==> config.mk <==
export PLATFORM = sky130hd
export DESIGN_NAME = control_unit_p
export DESIGN_NICKNAME = d
export VERILOG_FILES = /design/src/rtl/cu_pkg.sv /design/src/rtl/cu_cond.sv /design/src/rtl/control_unit_p.sv
export SDC_FILE = /design/constraint.sdc
export NUM_CORES = 1
export LEC_CHECK = 0
export CAP_MARGIN = 10
export CORE_MARGIN = 3
export CORE_UTILIZATION = 23
export CTS_CLUSTER_DIAMETER = 100
export CTS_CLUSTER_SIZE = 40
export DETAILED_ROUTE_END_ITERATION = 8
export PLACE_DENSITY_LB_ADDON = 0.15
export SYNTH_ARGS = -nofsm -noshare
export SYNTH_HDL_FRONTEND = slang
export SYNTH_SLANG_ARGS = --single-unit
==> constraint.sdc <==
create_clock -name clk -period 1.35 [get_ports clk]
set_input_delay 0.135 -clock clk [delete_from_list [all_inputs] [get_ports clk]]
set_output_delay 0.135 -clock clk [all_outputs]
set_load 0.05 [all_outputs]
==> src/rtl/cu_pkg.sv <==
// Shared definitions for the accumulator-CPU control unit.
// Contents: sequencer state enum, opcode constants, instruction field widths and a helper
// that derives the instruction width from the register count.
package cu_pkg;

  typedef enum logic [1:0] {
    FETCH = 2'd0,
    EXEC  = 2'd1,
    HALT  = 2'd2
  } cu_state_e;

  // Opcodes occupy the top nibble of ir; a leading 0 selects an ALU instruction.
  localparam int unsigned OPC_W    = 4;
  localparam int unsigned ALU_OP_W = 3;

  localparam logic [OPC_W-1:0] OP_LD  = 4'b1000;
  localparam logic [OPC_W-1:0] OP_ST  = 4'b1001;
  localparam logic [OPC_W-1:0] OP_LDI = 4'b1010;
  localparam logic [OPC_W-1:0] OP_JC  = 4'b1100;
  localparam logic [OPC_W-1:0] OP_HLT = 4'b1111;

  // Jc control bits sit just above the flag index field.
  localparam int unsigned JC_INVERT_OFS = 0;
  localparam int unsigned JC_UNCOND_OFS = 1;

  function automatic int unsigned ir_width(input int unsigned nregs);
    return OPC_W + 2 * $clog2(nregs);
  endfunction

endpackage

==> src/rtl/cu_cond.sv <==
// Branch condition evaluator for Jc.
// Ports:
//   flags  - stored ALU flags
//   idx    - flag index from the instruction
//   invert - invert the selected flag
//   uncond - branch regardless of flags
//   taken  - branch taken
// An index at or beyond NFLAGS reads as a 0 flag.
module cu_cond #(
  parameter int unsigned NFLAGS = 4,
  parameter int unsigned FB     = 2
) (
  input  logic [NFLAGS-1:0] flags,
  input  logic [FB-1:0]     idx,
  input  logic              invert,
  input  logic              uncond,
  output logic              taken
);

  logic flag_sel;

  always_comb begin
    flag_sel = 1'b0;
    for (int unsigned i = 0; i < NFLAGS; i++) begin
      if (idx == FB'(i)) flag_sel = flags[i];
    end
  end

  assign taken = uncond | (invert ^ flag_sel);

endmodule

==> src/rtl/control_unit_p.sv <==
// Multi-cycle FETCH/EXEC/HALT sequencer for the 8-bit accumulator CPU.
// Ports:
//   clk, rst             - clock, synchronous active-high reset
//   ir, flags            - current instruction and stored ALU flags
//   mem_rdy              - memory ready, only honoured with CU_WAIT_STATES_EN defined
//   mem_rd, mem_wr       - memory strobes; addr_dp selects DP (1) or IP (0) as address
//   ir_we, ip_inc,
//   swap_p, we_reg,
//   we_flags             - commit strobes, effective at the closing posedge
//   di_from_mem, alu_oe  - DI bus source select and ALU drive enable
//   alu_src, alu_op      - ALU B operand register and operation
//   d_src, d_oe          - D bus source register and enable
//   halted               - core halted
// Optional feature: define CU_WAIT_STATES_EN to stall memory cycles until mem_rdy.
module control_unit_p
  import cu_pkg::*;
#(
  parameter int unsigned NREGS  = 4,
  parameter int unsigned NFLAGS = 4,
  parameter int unsigned IR_W   = ir_width(NREGS)
) (
  input  logic                     clk,
  input  logic                     rst,
  input  logic [IR_W-1:0]          ir,
  input  logic [NFLAGS-1:0]        flags,
  input  logic                     mem_rdy,
  output logic                     mem_rd,
  output logic                     mem_wr,
  output logic                     addr_dp,
  output logic                     ir_we,
  output logic                     ip_inc,
  output logic                     swap_p,
  output logic [NREGS-1:0]         we_reg,
  output logic                     di_from_mem,
  output logic [$clog2(NREGS)-1:0] alu_src,
  output logic [ALU_OP_W-1:0]      alu_op,
  output logic                     alu_oe,
  output logic                     we_flags,
  output logic [$clog2(NREGS)-1:0] d_src,
  output logic                     d_oe,
  output logic                     halted
);

  localparam int unsigned RB = $clog2(NREGS);
  localparam int unsigned FB = $clog2(NFLAGS);

  cu_state_e          state_q, state_d;
  logic               rdy;
  logic               jc_taken;
  logic [OPC_W-1:0]   opc;
  logic [NREGS-1:0]   dst_onehot;

`ifdef CU_WAIT_STATES_EN
  assign rdy = mem_rdy;
`else
  logic unused_mem_rdy;
  assign unused_mem_rdy = mem_rdy;
  assign rdy = 1'b1;
`endif

  assign opc        = ir[IR_W-1 -: OPC_W];
  assign dst_onehot = NREGS'(1) << ir[RB-1:0];

  cu_cond #(
    .NFLAGS(NFLAGS),
    .FB    (FB)
  ) u_cond (
    .flags (flags),
    .idx   (ir[FB-1:0]),
    .invert(ir[FB+JC_INVERT_OFS]),
    .uncond(ir[FB+JC_UNCOND_OFS]),
    .taken (jc_taken)
  );

  always_ff @(posedge clk) begin
    if (rst) state_q <= FETCH;
    else     state_q <= state_d;
  end

  always_comb begin
    state_d     = state_q;
    mem_rd      = 1'b0;
    mem_wr      = 1'b0;
    addr_dp     = 1'b0;
    ir_we       = 1'b0;
    ip_inc      = 1'b0;
    swap_p      = 1'b0;
    we_reg      = '0;
    di_from_mem = 1'b0;
    alu_src     = '0;
    alu_op      = '0;
    alu_oe      = 1'b0;
    we_flags    = 1'b0;
    d_src       = '0;
    d_oe        = 1'b0;
    halted      = 1'b0;

    // Reset silences every output, so a reset mid-EXEC commits nothing.
    if (!rst) begin
      case (state_q)
        FETCH: begin
          mem_rd = 1'b1;
          if (rdy) begin
            ir_we   = 1'b1;
            ip_inc  = 1'b1;
            state_d = EXEC;
          end
        end

        EXEC: begin
          state_d = FETCH;
          if (!ir[IR_W-1]) begin
            alu_op   = ir[IR_W-2 -: ALU_OP_W];
            alu_src  = ir[2*RB-1 -: RB];
            alu_oe   = 1'b1;
            we_reg   = dst_onehot;
            we_flags = 1'b1;
          end else begin
            case (opc)
              OP_LD: begin
                mem_rd      = 1'b1;
                addr_dp     = 1'b1;
                di_from_mem = 1'b1;
                if (rdy) we_reg = dst_onehot;
                else     state_d = EXEC;
              end
              OP_ST: begin
                mem_wr  = 1'b1;
                addr_dp = 1'b1;
                d_src   = ir[RB-1:0];
                d_oe    = 1'b1;
                if (!rdy) state_d = EXEC;
              end
              OP_LDI: begin
                mem_rd      = 1'b1;
                di_from_mem = 1'b1;
                if (rdy) begin
                  we_reg = dst_onehot;
                  ip_inc = 1'b1;
                end else begin
                  state_d = EXEC;
                end
              end
              OP_JC:   swap_p  = jc_taken;
              OP_HLT:  state_d = HALT;
              default: ;
            endcase
          end
        end

        HALT:    halted = 1'b1;
        default: state_d = FETCH;
      endcase
    end
  end

endmodule

==> results.sh, run 1 <==
export IMPL_io_buffers=35
export IMPL_syn_inst=45
export IMPL_synth_warnings=0
export IMPL_dp_cells=112
export IMPL_dpl_hpwl_mm=1.37
export IMPL_synth_cell_types=22
export IMPL_boundaryPins=37
export IMPL_clkSinkCount=2
export IMPL_rows=12
export IMPL_start_util_pct=26.8
export IMPL_synth_nets=60
export IMPL_root_buffer="clkbuf_4"
export IMPL_gp_congestion=0.756
export IMPL_cts_setup_buffers=3
export IMPL_cts_buffers=3
export IMPL_syn_area_sq_um=322
export IMPL_stop_stage="clock tree synthesis (4_1_cts)"
export IMPL_die_x_um=43.4
export IMPL_htree_levels=1
export IMPL_dpl_cell_area_sq_um=1070
export IMPL_die_h_um=43.4
export IMPL_synth_seq_cells=2
export IMPL_postCtsHoldBufs=0
export IMPL_ys_seq_area_share_pct=12.5
export IMPL_syn_mean_instance_area_sq_um=7.15
export IMPL_place_ws_ps=-602
export IMPL_status="stopped before the end"
export IMPL_clockBufferDepth=2
export IMPL_post_cts_resized=35
export IMPL_stop_error="[ERROR DPL-0038] Utilization greater than 100%, impossible to legalize"
-- per-stage QoR --
step / util [%] / setup TNS [ps]
2_1_floorplan: - / -12470
3_3_place_gp: 89.3 / -8770
3_5_place_dp: 89.3 / -9630
-- cell usage after synthesis (all sizes together) --
library cell | number | area share [%]
nand2 | 2 | 2.3
nor3b | 2 | 4.7
dfxtp | 2 | 12
or3b | 1 | 2.7
mux2i | 3 | 9.3
nor4 | 1 | 1.9
and2 | 6 | 12
o21ai | 1 | 1.6
a211oi | 2 | 4.7
nor3 | 7 | 11
a31o | 1 | 2.7
and3 | 2 | 3.9
nor4b | 1 | 7.4
inv | 2 | 2.3
nand2b | 1 | 1.9
o311a | 1 | 3.1
buf | 3 | 6.2
clkbuf | 1 | 1.2
nor2 | 4 | 4.7
nand3 | 1 | 1.6
xnor2 | 1 | 2.7
-- cells by family after synthesis --
logic type             share of synthesized area [%]
buffers and inverters                           9.72
multiplexers                                    9.34
XOR/XNOR                                        2.72
AO/OA/AOI/OAI                                   12.1
flip-flops                                      12.5
AND/OR/NAND/NOR                                 53.7
==> run 2: changes to the inputs <==
CORE_AREA = 3 3 64 66   (was not set)
CORE_MARGIN = not set   (was 3)
CORE_UTILIZATION = not set   (was 23)
CTS_CLUSTER_DIAMETER = not set   (was 100)
CTS_CLUSTER_SIZE = not set   (was 40)
DIE_AREA = 0 0 67 69   (was not set)
clock period = 1.75 ns   (was 1.35 ns; I/O delays follow)
==> results.sh, run 2 <==
export IMPL_final_nets=117
export IMPL_synth_warnings=0
export IMPL_drt_pass1_iter_count=2
export IMPL_antenna_found_initial=0
export IMPL_crit_arrival_ps=1640
export IMPL_yosys_area_top_type="dfxtp_1"
export IMPL_dieArea_sq_um=4620
export IMPL_final_common_cell="buf_12"
export IMPL_clk_insertion_delay_late_ps=210
export IMPL_cp_max_fo=5
export IMPL_hold_path_startpoint="ir[4]"
export IMPL_largest_register="state_q"
export IMPL_core_sq_um=3630
export IMPL_place_ws_ps=-311
export IMPL_largest_reg_flops=2
export IMPL_violations="setup timing"
export IMPL_max_freq_mhz=552
export IMPL_grt_overflow=0
export IMPL_root_buffer="clkbuf_8"
export IMPL_synth_top_family_by_area="simple AND/OR/NAND/NOR gates"
export IMPL_start_util_pct=8.85
export IMPL_grt_first_pass_wirelength_mm=2.54
export IMPL_drtAntennaViolNets=0
export IMPL_synthSimpleGateAreaFrac_pct=53.7
export IMPL_path_class="reg -> out"
export IMPL_cp_slowest_cell="or3b_4"
export IMPL_hold_viol=0
export IMPL_yosys_cell_count_top_type="nor3_1"
export IMPL_io_buffers=35
export IMPL_synth_fa_ha_area_share_pct=0
export IMPL_synth_nets=60
export IMPL_synth_xor_area_share_pct=2.72
export IMPL_syn_area_sq_um=322
export IMPL_ys_seq_area_share_pct=12.5
export IMPL_hold_depth=2
export IMPL_hp_class="in -> reg"
export IMPL_syn_to_final_growth_pct=270
export IMPL_drc_errors=0
export IMPL_power_density_nw_per_um2=376
export IMPL_relSlewSlack_pct=76.5
export IMPL_htree_levels=1
export IMPL_start_kind="flip-flop"
export IMPL_max_cap_violations=0
export IMPL_async_reset_ff_share_pct=0
export IMPL_worstPathRequired_ps=1570
export IMPL_period_share_pct=103
export IMPL_r2r_cells=4
export IMPL_gp_congestion=0.620
export IMPL_grt_pass1_vias=544
export IMPL_grt_max_degree=7
export IMPL_cts_buffers=3
export IMPL_die_h_um=69
export IMPL_total_power_mw=0.448
export IMPL_yosys_area_top_type_share_pct=12.5
export IMPL_crit_path_end_kind="output pin"
export IMPL_muxShareOfSynthArea_pct=9.34
export IMPL_drtIter0Drc=1
export IMPL_boundaryPins=37
export IMPL_setup_viol=9
export IMPL_drive_above_1_share_pct=63.0
export IMPL_r2r_end="state_q[1]"
export IMPL_track_usage_pct=6.93
export IMPL_clockBufferDepth=2
export IMPL_syn_inst=45
export IMPL_synth_common_cells="nor3_1 (7), and2_1 (6), nor2_1 (4), mux2i_1 (3)"
export IMPL_dpl_hpwl_mm=1.35
export IMPL_synth_seq_cells=2
export IMPL_netlist_top_cells_area="dfxtp_1 (12%), and2_1 (12%), nor3_1 (11%), mux2i_1 (9.3%), nor4b_4 (7.4%)"
export IMPL_crit_buf_inv=1
export IMPL_p_leak_nw=0.502
export IMPL_worst_pin_slew_ps=350
export IMPL_clkSinkCount=2
export IMPL_status="complete, but fails checks"
export IMPL_die_x_um=67
export IMPL_synth_edff_count=0
export IMPL_ir_drop_uv=196
export IMPL_cp_cell_sequence="or3b_4 > nor4b_4 > and3_4 > buf_12"
export IMPL_top_regs="state_q: 2 flops"
export IMPL_path_delay_family="simple AND/OR/NAND/NOR gates"
export IMPL_routed_wirelength_mm=1.51
export IMPL_synth_compound_area_share_pct=12.1
export IMPL_slew_violations=0
export IMPL_wire_per_inst_um=10.2
export IMPL_reg2reg_slack_ps=550
export IMPL_vias=521
export IMPL_diodes=0
export IMPL_skew_ps=0.753
export IMPL_timing_final_ws_setup_ps=-60.5
export IMPL_min_period_ps=1810
export IMPL_layout_common_cells="buf_12 (22), buf_4 (20), clkdlybuf4s50_1 (11)"
export IMPL_max_stage_delay_ps=430
export IMPL_syn_mean_instance_area_sq_um=7.15
export IMPL_yosys_most_used_dff="dfxtp_1"
export IMPL_cts_tree="done"
export IMPL_clk_pin_slew_ps=30
export IMPL_via_per_inst=3.52
export IMPL_hold_end="state_q[1]"
export IMPL_regToRegStartpoint="state_q[1]"
export IMPL_rsz0062_at_grt="true"
export IMPL_rows=22
export IMPL_synth_cell_types=22
-- run 2: cell counts after synthesis --
No cell type changed its count.
-- run 2: per-stage QoR --
stage,TNS [ps],util [%],cell area [sq um],std cells,hold WS [ps]
detailed placement,-4280,30.2,1100,144,518
global placement,-4100,30.2,1100,144,507
finish,-304,32.7,1190,148,393
floorplan,-5010,-,355,45,239
CTS,-455,32.5,1180,148,417
global route,-1250,32.7,1190,148,424
-- run 2: routing by layer --
layer  vias to the layer above  share of wire, %  global-route usage, %
met3                         0               2.4                   1.47
met5                         -                 0                      0
met2                        12                52                   11.1
li1                        272                 -                      -
met4                         0                 0                   2.03
met1                       237                45                   9.11
-- run 2: area by class of cell --
type                    count  area [sq um]
fillers                   393          2440
well taps                  48          60.1
repair buffers             56           733
inverters                   2          7.51
clock buffers               3          41.3
multi-input cells          37           305
flip-flops and latches      2          42.5
-- run 2: cells by family after synthesis --
family / after synthesis
AOI/OAI and AO/OA: 5
xor gates and xnor gates: 1
buffers and inverters: 6
DFF: 2
muxes: 3
and+or+nand+nor: 28
-- run 2: report_power, final --
part / internal, mW / switching [mW] / total (mW) / leakage (nW)
clock: 0.145 / 0.0313 / 0.176 / 0.0216
combinational: 0.117 / 0.104 / 0.222 / 0.463
sequential: 0.0485 / 0.000966 / 0.0495 / 0.0171
-- run 2: timing repair --
item                                    CTS  global route
resized for setup                        12             3
endpoints found under the setup margin   17            19
pin swaps                                 6             3
buffers inserted                          1             0
hold buffers                              0             0
-- run 2: how the worst max path moves through the flow --
stage / startpoint / to / slack [ps] / depth (start not counted)
floorplan: state_q[0] / mem_wr / -540 / 5
global placement: rst / d_src[0] / -300 / 5
detailed placement: rst / d_src[0] / -310 / 5
CTS: state_q[1] / d_src[0] / -80 / 4
global route: state_q[0] / d_src[0] / -130 / 4
finish: state_q[1] / d_src[0] / -60 / 4
-- run 2: worst register-to-register path, cell delays in order (launching register included) --
cell and delay (ps):
dfxtp_2 300, or3b_4 430, buf_4 170, nor2_1 90
a31o_2 150
No activity file was read; power rests on OpenSTA's default activity.
==> run 3: changes to the inputs <==
CTS_CLUSTER_DIAMETER = 120   (was not set)
==> results of run 3 <==
The final DEF is identical to that of run 2; final timing and power are the same.
==> run 4: changes to the inputs <==
clock period = 1.5 ns   (was 1.75 ns; I/O delays follow)
==> results.sh, run 4 (same netlist as run 2, synthesis figures left out) <==
export IMPL_dpl_hpwl_mm=1.30
export IMPL_p_seq_share_pct=10.7
export IMPL_cts_buffers=3
export IMPL_cp_max_fo=4
export IMPL_hp_class="in -> reg"
export IMPL_rows=22
export IMPL_cts_tree="done"
export IMPL_p_leak_nw=0.516
export IMPL_drt_pass1_iter_count=4
export IMPL_path_class="reg -> out"
export IMPL_vias=535
export IMPL_slew_violations=0
export IMPL_fillCellCount=383
export IMPL_start_util_pct=8.85
export IMPL_max_freq_mhz=569
export IMPL_clkPwrFrac_pct=39.7
export IMPL_root_buffer="clkbuf_8"
export IMPL_worst_pin_slew_ps=354
export IMPL_clk_pin_slew_ps=30
export IMPL_clk_insertion_delay_late_ps=210
export IMPL_layout_common_cells="buf_12 (22), buf_4 (21), clkdlybuf4s50_1 (8)"
export IMPL_max_cap_violations=0
export IMPL_place_ws_ps=-450
export IMPL_fin_cells=149
export IMPL_relSlewSlack_pct=76.2
export IMPL_p_comb_share_pct=49.6
export IMPL_crit_arrival_ps=1610
export IMPL_final_common_cell="buf_12"
export IMPL_grt_max_degree=7
export IMPL_p_switching_mw=0.173
export IMPL_start_kind="flip-flop"
export IMPL_dp_cells=146
export IMPL_clockBufferDepth=2
export IMPL_multi_input_comb_area_sq_um=342
export IMPL_clkSinkCount=2
export IMPL_grt_overflow=0
export IMPL_setup_viol=18
export IMPL_antenna_found_initial=0
export IMPL_diodes=0
export IMPL_drtAntennaViolNets=0
export IMPL_core_sq_um=3630
export IMPL_track_usage_pct=7.13
export IMPL_period_share_pct=117
export IMPL_total_power_mw=0.538
export IMPL_postCtsHoldBufs=0
export IMPL_timing_final_ws_setup_ps=-257
export IMPL_violations="setup timing"
export IMPL_drive_above_1_share_pct=69.3
export IMPL_routed_wirelength_mm=1.51
export IMPL_hold_viol=0
export IMPL_die_x_um=67
export IMPL_gp_congestion=0.724
export IMPL_htree_levels=1
export IMPL_status="complete, but fails checks"
export IMPL_utilization_pct=33.7
export IMPL_finalInstanceArea_sq_um=1220
export IMPL_final_nets=118
export IMPL_crit_path_end_kind="output pin"
export IMPL_drtIter0Drc=17
export IMPL_via_per_inst=3.59
export IMPL_top_regs="state_q: 2 flops"
export IMPL_die_h_um=69
export IMPL_worstPathRequired_ps=1350
export IMPL_power_density_nw_per_um2=439
export IMPL_grt_first_pass_wirelength_mm=2.50
export IMPL_dieArea_sq_um=4620
export IMPL_grt_pass1_vias=542
export IMPL_whs_ps=378
export IMPL_boundaryPins=37
export IMPL_io_buffers=35
export IMPL_drc_errors=0
export IMPL_min_period_ps=1760
export IMPL_ir_drop_uv=227
export IMPL_swShare_pct=32.1
export IMPL_final_seq_area_sq_um=41.3
export IMPL_finalSetupTns_ps=-3590
export IMPL_skew_ps=1.03
export IMPL_syn_to_final_growth_pct=281
export IMPL_largest_register="state_q"
export IMPL_wire_per_inst_um=10.1
export IMPL_rsz0062_at_grt="true"
export IMPL_largest_reg_flops=2
export IMPL_intPower_mw=0.365
export IMPL_dpl_cell_area_sq_um=1110
## run 4: cell types whose count changed in the layout (fill, tap and decap cells not counted), moves of 3 or more
cell | before | now
clkdlybuf4s50_1 | 11 | 8
dlygate4sd2_1 | 1 | 5
nor3_1 | 6 | 3
nor3_2 | 0 | 3
## run 4: final cells by class
type / instances / area share, %
well taps: 48 / 4.90
clock buffers: 3 / 3.37
repair buffers: 57 / 59.9
multi-input cells: 37 / 27.9
flip-flops and latches: 2 / 3.37
inverters: 2 / 0.613
## run 4: final timing paths
kind	from	endpoint	slack, ps	cells past startpoint
min reg2reg	state_q[0]	state_q[0]	510	2
min	rst	state_q[0]	380	3
max	state_q[1]	d_src[1]	-260	4
max reg2reg	state_q[1]	state_q[1]	290	4
## run 4: power by group through the flow
stage | clock network (mW) | logic [mW] | registers (mW)
detailed placement | 0 | 0.254 | 0.0580
finish | 0.214 | 0.267 | 0.0575
CTS | 0.222 | 0.268 | 0.0574
floorplan | 0 | 0.0978 | 0.0598
global placement | 0 | 0.255 | 0.0581
global route | 0.226 | 0.283 | 0.0578
## run 4: per-layer routing
layer | up-vias | global-route usage (%) | wire length (um) | share of wire, %
met5 | - | 0 | 0 | 0
met4 | 0 | 4.73 | 36 | 2.4
met3 | 4 | 1.14 | 104 | 6.9
met2 | 24 | 10.6 | 700 | 46
met1 | 232 | 9.22 | 666 | 44
li1 | 275 | - | - | -
## run 4: repair_timing
| action | 4_1_cts | 5_1_grt |
|---|---|---|
| buffers inserted | 0 | 0 |
| resized for setup | 25 | 1 |
| pin swaps | 6 | 1 |
| setup endpoints to repair | 20 | 19 |
## run 4: critical path, cell delays in order, from the launching register on
cell and delay (ps):
dfxtp_1 300, or3b_4 430, nor4b_4 290, and3_4 250, buf_12 130
